## config.mk

```make
export PLATFORM = sky130hd
export DESIGN_NAME = regfile_wb_arbiter_flat
export DESIGN_NICKNAME = d
export VERILOG_FILES = /design/src/rtl/regfile_pkg.sv /design/src/rtl/regfile_wb_arbiter_if.sv /design/src/rtl/rr_arbiter2.sv /design/src/rtl/regfile_wb_arbiter.sv /design/src/flat_wrapper.sv
export SDC_FILE = /design/constraint.sdc
export NUM_CORES = 1
export LEC_CHECK = 0
export ABC_CLOCK_PERIOD_IN_PS = 2400
export BUFFER_PORTS_ARGS = -buffer_cell sky130_fd_sc_hd__buf_2
export CAP_MARGIN = 25
export CORE_MARGIN = 4
export CORE_UTILIZATION = 40
export DETAILED_ROUTE_END_ITERATION = 7
export PLACE_DENSITY_LB_ADDON = 0.25
export SYNTH_ARGS = -nofsm -noshare
export SYNTH_HDL_FRONTEND = slang
export SYNTH_SLANG_ARGS = --single-unit
export TNS_END_PERCENT = 30
```

## constraint.sdc

```tcl
create_clock -name clk -period 2.4 [get_ports clk]
set_input_delay 0.24 -clock clk [delete_from_list [all_inputs] [get_ports clk]]
set_output_delay 0.24 -clock clk [all_outputs]
set_load 0.02 [all_outputs]
```

## src/rtl/regfile_pkg.sv

```systemverilog
// regfile_pkg: shared constants and types for the register-file writeback arbiter
package regfile_pkg;
  localparam int REG_ADDR_W = 5;
  localparam int XZR_IDX = 31;
  localparam int DATA_W = 64;
  typedef enum logic {INIT, RUN} wb_state_t;
  typedef enum logic {GNT_A, GNT_B} wb_src_t;
endpackage

```

## src/rtl/regfile_wb_arbiter_if.sv

```systemverilog
// regfile_wb_arbiter_if: requester handshakes, stall and register-file write port
interface regfile_wb_arbiter_if #(parameter int DATA_W = 64);
  import regfile_pkg::*;
  logic stall;
  logic a_valid, a_ready, b_valid, b_ready;
  logic [REG_ADDR_W-1:0] a_addr, b_addr, wa3;
  logic [DATA_W-1:0] a_data, b_data, wd3;
  logic we3, init_done;
  modport slave(
    input stall, a_valid, a_addr, a_data, b_valid, b_addr, b_data,
    output a_ready, b_ready, we3, wa3, wd3, init_done
  );
  modport master(
    output stall, a_valid, a_addr, a_data, b_valid, b_addr, b_data,
    input a_ready, b_ready, we3, wa3, wd3, init_done
  );
endinterface

```

## src/rtl/rr_arbiter2.sv

```systemverilog
// rr_arbiter2: two-way writeback grant; WB_ARB_FIXED_PRIO_EN makes B win every tie
module rr_arbiter2 import regfile_pkg::*; (
  input  logic    a_valid,
  input  logic    b_valid,
  input  wb_src_t last_grant,
  output logic    gnt_a,
  output logic    gnt_b
);
`ifdef WB_ARB_FIXED_PRIO_EN
  assign gnt_b = b_valid;
  assign gnt_a = a_valid & ~b_valid;
`else
  assign gnt_a = a_valid & (~b_valid | (last_grant == GNT_B));
  assign gnt_b = b_valid & (~a_valid | (last_grant == GNT_A));
`endif
endmodule

```

## src/rtl/regfile_wb_arbiter.sv

```systemverilog
// regfile_wb_arbiter: self-initialises the register file, then arbitrates A/B writebacks
// onto a registered write port (tie policy selected by WB_ARB_FIXED_PRIO_EN)
module regfile_wb_arbiter #(
  parameter int DATA_W = 64,
  parameter int NREGS = 32,
  parameter int INIT_ON_RESET = 1
) (
  input logic clk,
  input logic reset,
  regfile_wb_arbiter_if.slave bus
);
  import regfile_pkg::*;
  localparam int CW = $clog2(NREGS);
  wb_state_t state, state_n;
  wb_src_t last_grant, last_n;
  logic [CW-1:0] cnt, cnt_n;
  logic out_v, out_v_n;
  logic [REG_ADDR_W-1:0] out_addr, out_addr_n;
  logic [DATA_W-1:0] out_data, out_data_n;
  logic gnt_a, gnt_b;
  rr_arbiter2 u_arb (
    .a_valid(bus.a_valid),
    .b_valid(bus.b_valid),
    .last_grant(last_grant),
    .gnt_a(gnt_a),
    .gnt_b(gnt_b)
  );
  always_ff @(posedge clk or posedge reset) begin
    if (reset) begin
      state <= (INIT_ON_RESET != 0) ? INIT : RUN;
      cnt <= '0;
      out_v <= 1'b0;
      out_addr <= '0;
      out_data <= '0;
      last_grant <= GNT_B;
    end else begin
      state <= state_n;
      cnt <= cnt_n;
      out_v <= out_v_n;
      out_addr <= out_addr_n;
      out_data <= out_data_n;
      last_grant <= last_n;
    end
  end
  // stall freezes everything; otherwise the output register reloads each cycle
  always_comb begin
    state_n = state;
    cnt_n = cnt;
    out_v_n = out_v;
    out_addr_n = out_addr;
    out_data_n = out_data;
    last_n = last_grant;
    bus.a_ready = 1'b0;
    bus.b_ready = 1'b0;
    if (!bus.stall) begin
      out_v_n = 1'b0;
      if (state == INIT) begin
        out_v_n = 1'b1;
        out_addr_n = REG_ADDR_W'(cnt);
        out_data_n = DATA_W'(cnt);
        cnt_n = cnt + 1'b1;
        state_n = (cnt == CW'(NREGS - 2)) ? RUN : INIT;
      end else begin
        bus.a_ready = gnt_a;
        bus.b_ready = gnt_b;
        if (gnt_a | gnt_b) begin
          out_addr_n = gnt_a ? bus.a_addr : bus.b_addr;
          out_data_n = gnt_a ? bus.a_data : bus.b_data;
          out_v_n = out_addr_n != REG_ADDR_W'(XZR_IDX);
          last_n = gnt_a ? GNT_A : GNT_B;
        end
      end
    end
  end
  assign bus.we3 = out_v & ~bus.stall;
  assign bus.wa3 = out_addr;
  assign bus.wd3 = out_data;
  assign bus.init_done = state == RUN;
endmodule

```

## src/flat_wrapper.sv

```systemverilog
// flat-port wrapper written by rule: the top's interface ports become plain ports
module regfile_wb_arbiter_flat import regfile_pkg::*;
#(
  parameter int DATA_W = 64,
  parameter int NREGS = 32,
  parameter int INIT_ON_RESET = 1
)
  (clk, reset, bus_stall, bus_a_valid, bus_a_addr, bus_a_data, bus_b_valid, bus_b_addr, bus_b_data, bus_a_ready, bus_b_ready, bus_we3, bus_wa3, bus_wd3, bus_init_done);
  regfile_wb_arbiter_if #(.DATA_W(DATA_W)) bus_i ();
  input logic clk;
  input logic reset;
  input wire logic [$bits(bus_i.stall)-1:0] bus_stall;
  input wire logic [$bits(bus_i.a_valid)-1:0] bus_a_valid;
  input wire logic [$bits(bus_i.a_addr)-1:0] bus_a_addr;
  input wire logic [$bits(bus_i.a_data)-1:0] bus_a_data;
  input wire logic [$bits(bus_i.b_valid)-1:0] bus_b_valid;
  input wire logic [$bits(bus_i.b_addr)-1:0] bus_b_addr;
  input wire logic [$bits(bus_i.b_data)-1:0] bus_b_data;
  output wire logic [$bits(bus_i.a_ready)-1:0] bus_a_ready;
  output wire logic [$bits(bus_i.b_ready)-1:0] bus_b_ready;
  output wire logic [$bits(bus_i.we3)-1:0] bus_we3;
  output wire logic [$bits(bus_i.wa3)-1:0] bus_wa3;
  output wire logic [$bits(bus_i.wd3)-1:0] bus_wd3;
  output wire logic [$bits(bus_i.init_done)-1:0] bus_init_done;
  assign bus_i.stall = bus_stall;
  assign bus_i.a_valid = bus_a_valid;
  assign bus_i.a_addr = bus_a_addr;
  assign bus_i.a_data = bus_a_data;
  assign bus_i.b_valid = bus_b_valid;
  assign bus_i.b_addr = bus_b_addr;
  assign bus_i.b_data = bus_b_data;
  assign bus_a_ready = bus_i.a_ready;
  assign bus_b_ready = bus_i.b_ready;
  assign bus_we3 = bus_i.we3;
  assign bus_wa3 = bus_i.wa3;
  assign bus_wd3 = bus_i.wd3;
  assign bus_init_done = bus_i.init_done;
  regfile_wb_arbiter #(.DATA_W(DATA_W), .NREGS(NREGS), .INIT_ON_RESET(INIT_ON_RESET)) u_core (.clk(clk), .reset(reset), .bus(bus_i));
endmodule
```

==> results.py, run 1 <==
metrics = {
    "global_route": {
        "grt_pass1_wl_um": 16800,
        "grt_use_total": 0.187,
        "antenna_found_initial": 0,
        "grt_pass1_vias": 3382,
        "grt_max_degree": 78,
        "grt_remaining_overflow": 0,
    },
    "timing": {
        "finalSetupViolCount": 0,
        "fin_crit_sh": 0.764,
        "finalCriticalPeriod_ps": 1830,
        "hold_violations": 0,
        "finalMaxSlewViolations": 0,
        "setup-tns-final_ps": 0,
        "relSlewSlack": 0.648,
        "fmax_mhz": 546,
        "skew_ps": 12.7,
        "rsz0062_at_grt": "no",
        "worstMarginPinSlew_ps": 526,
    },
    "worst_setup_path": {
        "start_kind": "flip-flop",
        "reg2reg_from": "u_core.last_grant",
        "crit_path_top_delay_cell": "dfstp_2",
        "crit_path_max_fanout": 12,
        "end_kind": "output port",
        "ff2ff_path_depth": 5,
        "crit_cells": 4,
        "worst-setup-path-type": "reg2out",
        "slowest_delay_ps": 560,
        "crit_path_start": "u_core.last_grant",
        "worstPathRequired_ps": 2160,
        "worstPathBufferInverterCount": 1,
        "path_cells": "and2b_4 -> nand2b_4 -> nor2_1 -> buf_2",
        "cp_top_family": "flip-flops",
        "worst_ep_arrival_time_ps": 1590,
    },
    "clock_network": {
        "post_cts_resized": 0,
        "clock_latency_ps": 330,
        "hold_buffers": 1,
        "cts-root-buf": "clkbuf_8",
        "h-tree-depth": 3,
        "cts_tree": "done",
        "clock-sinks": 77,
        "cts_setup_buffers": 0,
        "cts_buffers": 9,
        "clkTransAtPathRegs_ps": 80,
        "clock_path_buffers": 2,
    },
    "yosys": {
        "syn_avg_cell_area_um2": 10.4,
        "syn_inst": 362,
        "ys.flop_type": "dfrtp_1",
        "synth_top_area_share": 0.506,
        "synth.area.top_cells": "dfrtp_1 51%, mux2i_1 16%, o21ai_1 8.8%",
        "yosysTopAreaCell": "dfrtp_1",
        "synth_warnings": 0,
        "ys_seq_area_frac": 0.513,
        "ys_seq_elements": 77,
        "synth_edf_count": 0,
        "synth_common_cells": "79 x nand2_1, 76 x dfrtp_1, 66 x o21ai_1",
        "yosysMostFrequentCell": "nand2_1",
        "ys_async_sr_fraction": 1.00,
        "syn_nets": 507,
        "syn-cell-area_um2": 3760,
        "synth_cell_types": 34,
    },
    "routing": {
        "route.detailed.wl_per_inst_um": 14.9,
        "drt_iter0_drc": 99,
        "vias_per_cell": 4.92,
        "vias": 3377,
        "dr.pass1.iters": 4,
        "drt-total-wl_um": 10200,
        "ant_nets": 0,
        "drcViolationCount": 0,
    },
    "cells_and_area": {
        "drive_gt1_frac": 0.427,
        "final_nets": 716,
        "final_area_um2": 5050,
        "antennaDiodeCount": 0,
        "areaGrowthSynthToFinish_pct": 34.3,
    },
    "die": {
        "io_pins": 216,
        "fp.coreArea_um2": 9200,
        "die_area_um2": 11000,
        "row_count": 35,
        "fp.dieH_um": 105,
        "chipWidth_um": 105,
        "initial_utilization": 0.408,
    },
    "pwr": {
        "powerDensity_nw_per_um2": 895,
        "p_leak_uw": 0.00286,
        "irDropWorstVdd_mv": 0.554,
    },
    "placement": {
        "portBuffers": 215,
        "gp_congestion": 0.840,
        "place_hpwl_um": 7700,
        "post_dp_cell_area_um2": 4820,
    },
    "hold_path": {
        "min_from": "bus_a_data[0]",
        "min_path_type": "in2reg",
        "whs_path_depth": 3,
    },
    "status": {
        "status": "completed",
    },
    "job": {
        "drv_cap": 0,
    },
}
-- placed cells by master, fill, tap and decap left out, types with 2 or more instances in the layout --
cell type  count
nand3_1        2
buf_2        215
dfrtp_1       76
o21ai_0        3
a21oi_1        5
xnor2_1        4
buf_12         2
clkbuf_8      12
mux2i_1       61
buf_4          5
o22ai_1        6
a22oi_1        2
a31oi_1        7
nand4_1        2
nor2_1         4
nand2_1       79
ha_1           2
nor2b_1        3
o21ai_1       66
-- per-layer routing --
layer / vias up / track usage / part of all wire
met2: 148 / 0.308 / 0.48
met1: 1548 / 0.244 / 0.43
li1: 1671 / - / -
met3: 10 / 0.0506 / 0.085
met4: 0 / 0.0506 / 0.0095
met5: - / 0 / 0
-- kinds of logic (layout without fill, tap and decap cells) --
kind of cell	count (synthesis)	in the layout	synth area share
AOI/OAI and AO/OA	93	93	0.133
xor gates and xnor gates	4	4	0.00933
adders and majority gates	2	2	0.00666
buffers and inverters	27	241	0.0650
DFF	77	77	0.513
muxes	61	61	0.163
and+or+nand+nor	98	98	0.111
-- sequential cells by signal, summed over array words and instances, names as in the netlist --
signal / count
u_core.bus.init_done: 1
u_core.last_grant: 1
u_core.bus.wa3: 5
u_core.cnt: 5
u_core.bus.wd3: 64
u_core.out_v: 1
-- where the power goes --
| part | switching (uW) | internal (uW) | total [uW] |
|---|---|---|---|
| sequential | 236 | 1620 | 1860 |
| combinational | 987 | 646 | 1630 |
| clock | 460 | 565 | 1030 |
-- worst paths after layout --
| check | to | slack (ps) |
|---|---|---|
| max | bus_a_ready | 570 |
| min | u_core.bus.wd3[0] | 160 |
| max reg2reg | u_core.bus.wd3[30] | 710 |
| min reg2reg | u_core.bus.wd3[22] | 480 |
| max in group asynchronous | u_core.last_grant | 1510 |
| min in group asynchronous | u_core.bus.wd3[10] | 550 |
-- layout make-up --
type,count,area (um^2)
fill,854,4150
sequential,77,1930
multi-input combinational,258,1600
timing repair buffer,223,1160
clock buffer,13,169
tap,111,139
clock inverter,3,42.5
inverter,2,7.51
-- worst min-delay path, cell delays in order --
cell     delay (ps)
buf_2           100
nand2_1          50
a31oi_1          70
-- through the flow --
step	total power [uW]	utilization	instances	hold WS [ps]	worst slack, ps
6_report	4520	0.549	687	160	567
5_1_grt	4820	0.549	687	150	440
4_1_cts	4580	0.549	687	135	546
3_5_place_dp	3540	0.525	670	369	713
3_3_place_gp	3500	0.525	670	370	729
2_1_floorplan	3010	-	362	303	195
Power figures use the tool's default switching activity.
==> inputs of run 2 (changes only) <==
Settings changed: ABC_CLOCK_PERIOD_IN_PS 2400 to 1780, CORE_UTILIZATION 40 to 44.
Clock period 2.4 ns to 1.78 ns, I/O delays scaled along.
==> run 2 against run 1 <==
Critical path depth rose by 2. Clock-buffer cell count rose by 1. Clock power rose by 17%. Worst hold slack got worse by 71 ps. First-iteration DRC count rose by 3.0%.
==> results.py, run 2 (synthesis gave the netlist of run 1 again) <==
metrics = {
    "pwr": {
        "p_int_uw": 3710,
        "p_clk_frac": 0.202,
        "irDropWorstVdd_mv": 0.697,
        "pwr-share-comb": 0.378,
        "p_sw_frac": 0.380,
        "p_switching_uw": 2270,
        "p_leak_uw": 0.00286,
        "finalPower_uw": 5980,
        "powerDensity_nw_per_um2": 1180,
        "seq_power_share": 0.420,
    },
    "hold_path": {
        "min_path_type": "in2reg",
        "min_from": "bus_a_data[3]",
        "hold_path_end": "u_core.bus.wd3[3]",
        "whs_path_depth": 3,
    },
    "global_route": {
        "antenna_found_initial": 0,
        "grt_util_met2": 0.377,
        "grt_pass1_vias": 3524,
        "grtUsageMet3": 0.0403,
        "grt_remaining_overflow": 0,
        "grt_use_total": 0.213,
        "met1_usage": 0.259,
        "grt_pass1_wl_um": 17000,
        "grt_busiest_layer": "met2",
        "grt_max_degree": 42,
    },
    "die": {
        "fp.dieH_um": 100,
        "row_count": 33,
        "die_area_um2": 10100,
        "initial_utilization": 0.455,
        "io_pins": 216,
        "chipWidth_um": 100,
        "fp.coreArea_um2": 8260,
    },
    "worst_setup_path": {
        "reg2reg_from": "u_core.last_grant",
        "cp_top_family": "flip-flops",
        "worst-setup-path-type": "reg2reg",
        "end_kind": "flip-flop",
        "start_kind": "flip-flop",
        "reg2reg_to": "u_core.bus.wd3[55]",
        "path_cells": "and2b_4 -> nand2b_4 -> buf_4 -> buf_12 -> mux2i_1 -> o21ai_1",
        "r2r_slack_ps": 80,
        "crit_path_top_delay_cell": "dfstp_2",
        "crit_path_max_fanout": 36,
        "worstPathBufferInverterCount": 2,
        "ff2ff_path_depth": 6,
        "slowest_delay_ps": 550,
        "crit_path_start": "u_core.last_grant",
        "worst_ep_arrival_time_ps": 1910,
        "worstPathRequired_ps": 1990,
    },
    "timing": {
        "rsz0062_at_grt": "yes",
        "hold_violations": 0,
        "relSlewSlack": 0.647,
        "fmax_mhz": 588,
        "fin_crit_sh": 0.955,
        "worstMarginPinSlew_ps": 530,
        "finalSetupViolCount": 0,
        "setup-tns-final_ps": 0,
        "fin_ws_ps": 80.7,
        "finalMaxSlewViolations": 0,
        "finalCriticalPeriod_ps": 1700,
        "skew_ps": 6.72,
    },
    "routing": {
        "drt_iter0_drc": 102,
        "vias_per_cell": 5.04,
        "drcViolationCount": 0,
        "drt-total-wl_um": 10800,
        "ant_nets": 0,
        "dr.pass1.iters": 4,
        "route.detailed.wl_per_inst_um": 15.7,
        "vias": 3449,
    },
    "clock_network": {
        "cts_buffers": 9,
        "clock_path_buffers": 2,
        "clock_latency_ps": 340,
        "clock-sinks": 77,
        "h-tree-depth": 3,
        "cts-root-buf": "clkbuf_8",
        "clkTransAtPathRegs_ps": 80,
        "cts_tree": "done",
    },
    "cells_and_area": {
        "largest_reg_flops": 64,
        "final_nets": 721,
        "final_common_cell": "buf_2",
        "final_cell_mix": "215 x buf_2, 79 x nand2_1, 75 x dfrtp_1, 66 x o21ai_1, 60 x mux2i_1",
        "drive_gt1_frac": 0.433,
        "postLayoutCoreUtil": 0.612,
        "areaGrowthSynthToFinish_pct": 34.5,
        "antennaDiodeCount": 0,
    },
    "placement": {
        "portBuffers": 215,
        "place_ws_ps": 118,
        "place_hpwl_um": 8340,
        "gp_congestion": 0.821,
    },
    "job": {
        "drv_cap": 0,
    },
    "status": {
        "status": "completed",
    },
}
run 2: final cells by class:
class,count,area (um^2)
clock buffers,14,173
clock inverters,1,5.00
fillers,743,3210
inverters,2,11.3
multi-input cells,258,1600
flip-flops and latches,77,1930
well taps,105,131
repair buffers,228,1200
run 2: tightest hold or removal path, stage by stage:
cell and delay (ps):
buf_2 100, nand2_1 50, a31oi_1 70
run 2: worst max-delay path by stage:
| stage | to | depth (start not counted) |
|---|---|---|
| floorplan | bus_a_ready | 5 |
| global placement | u_core.bus.wd3[47] | 5 |
| detailed placement | u_core.bus.wd3[47] | 5 |
| CTS | bus_b_ready | 4 |
| global route | u_core.bus.wd3[60] | 6 |
| finish | u_core.bus.wd3[55] | 6 |
run 2: metal layers:
layer	wire length, um	up-vias
li1	-	1683
met1	4230	1607
met2	5510	141
met3	829	18
met4	195	0
met5	0	-
run 2: power groups by stage:
stage	logic, uW	registers, uW	clock network, uW
after global placement	2220	2520	0
final	2260	2510	1210
after floorplan	1140	2920	0
after CTS	2280	2500	1240
after detailed placement	2270	2530	0
after global routing	2460	2570	1310
run 2: what timing repair did:
action | CTS | global route
hold endpoints to repair | 46 | 0
buffers inserted | 2 | 0
endpoints found under the setup margin | 1 | 2
resized for setup | 0 | 2
hold buffers | 1 | 0
run 2: stage by stage:
step | instance area, um^2 | instances | hold WS, ps
after floorplan | 3760 | 362 | 241
after global placement | 4840 | 667 | 338
after detailed placement | 4840 | 667 | 341
after CTS | 5050 | 685 | 73.7
after global routing | 5050 | 685 | 79.0
final | 5050 | 685 | 88.8
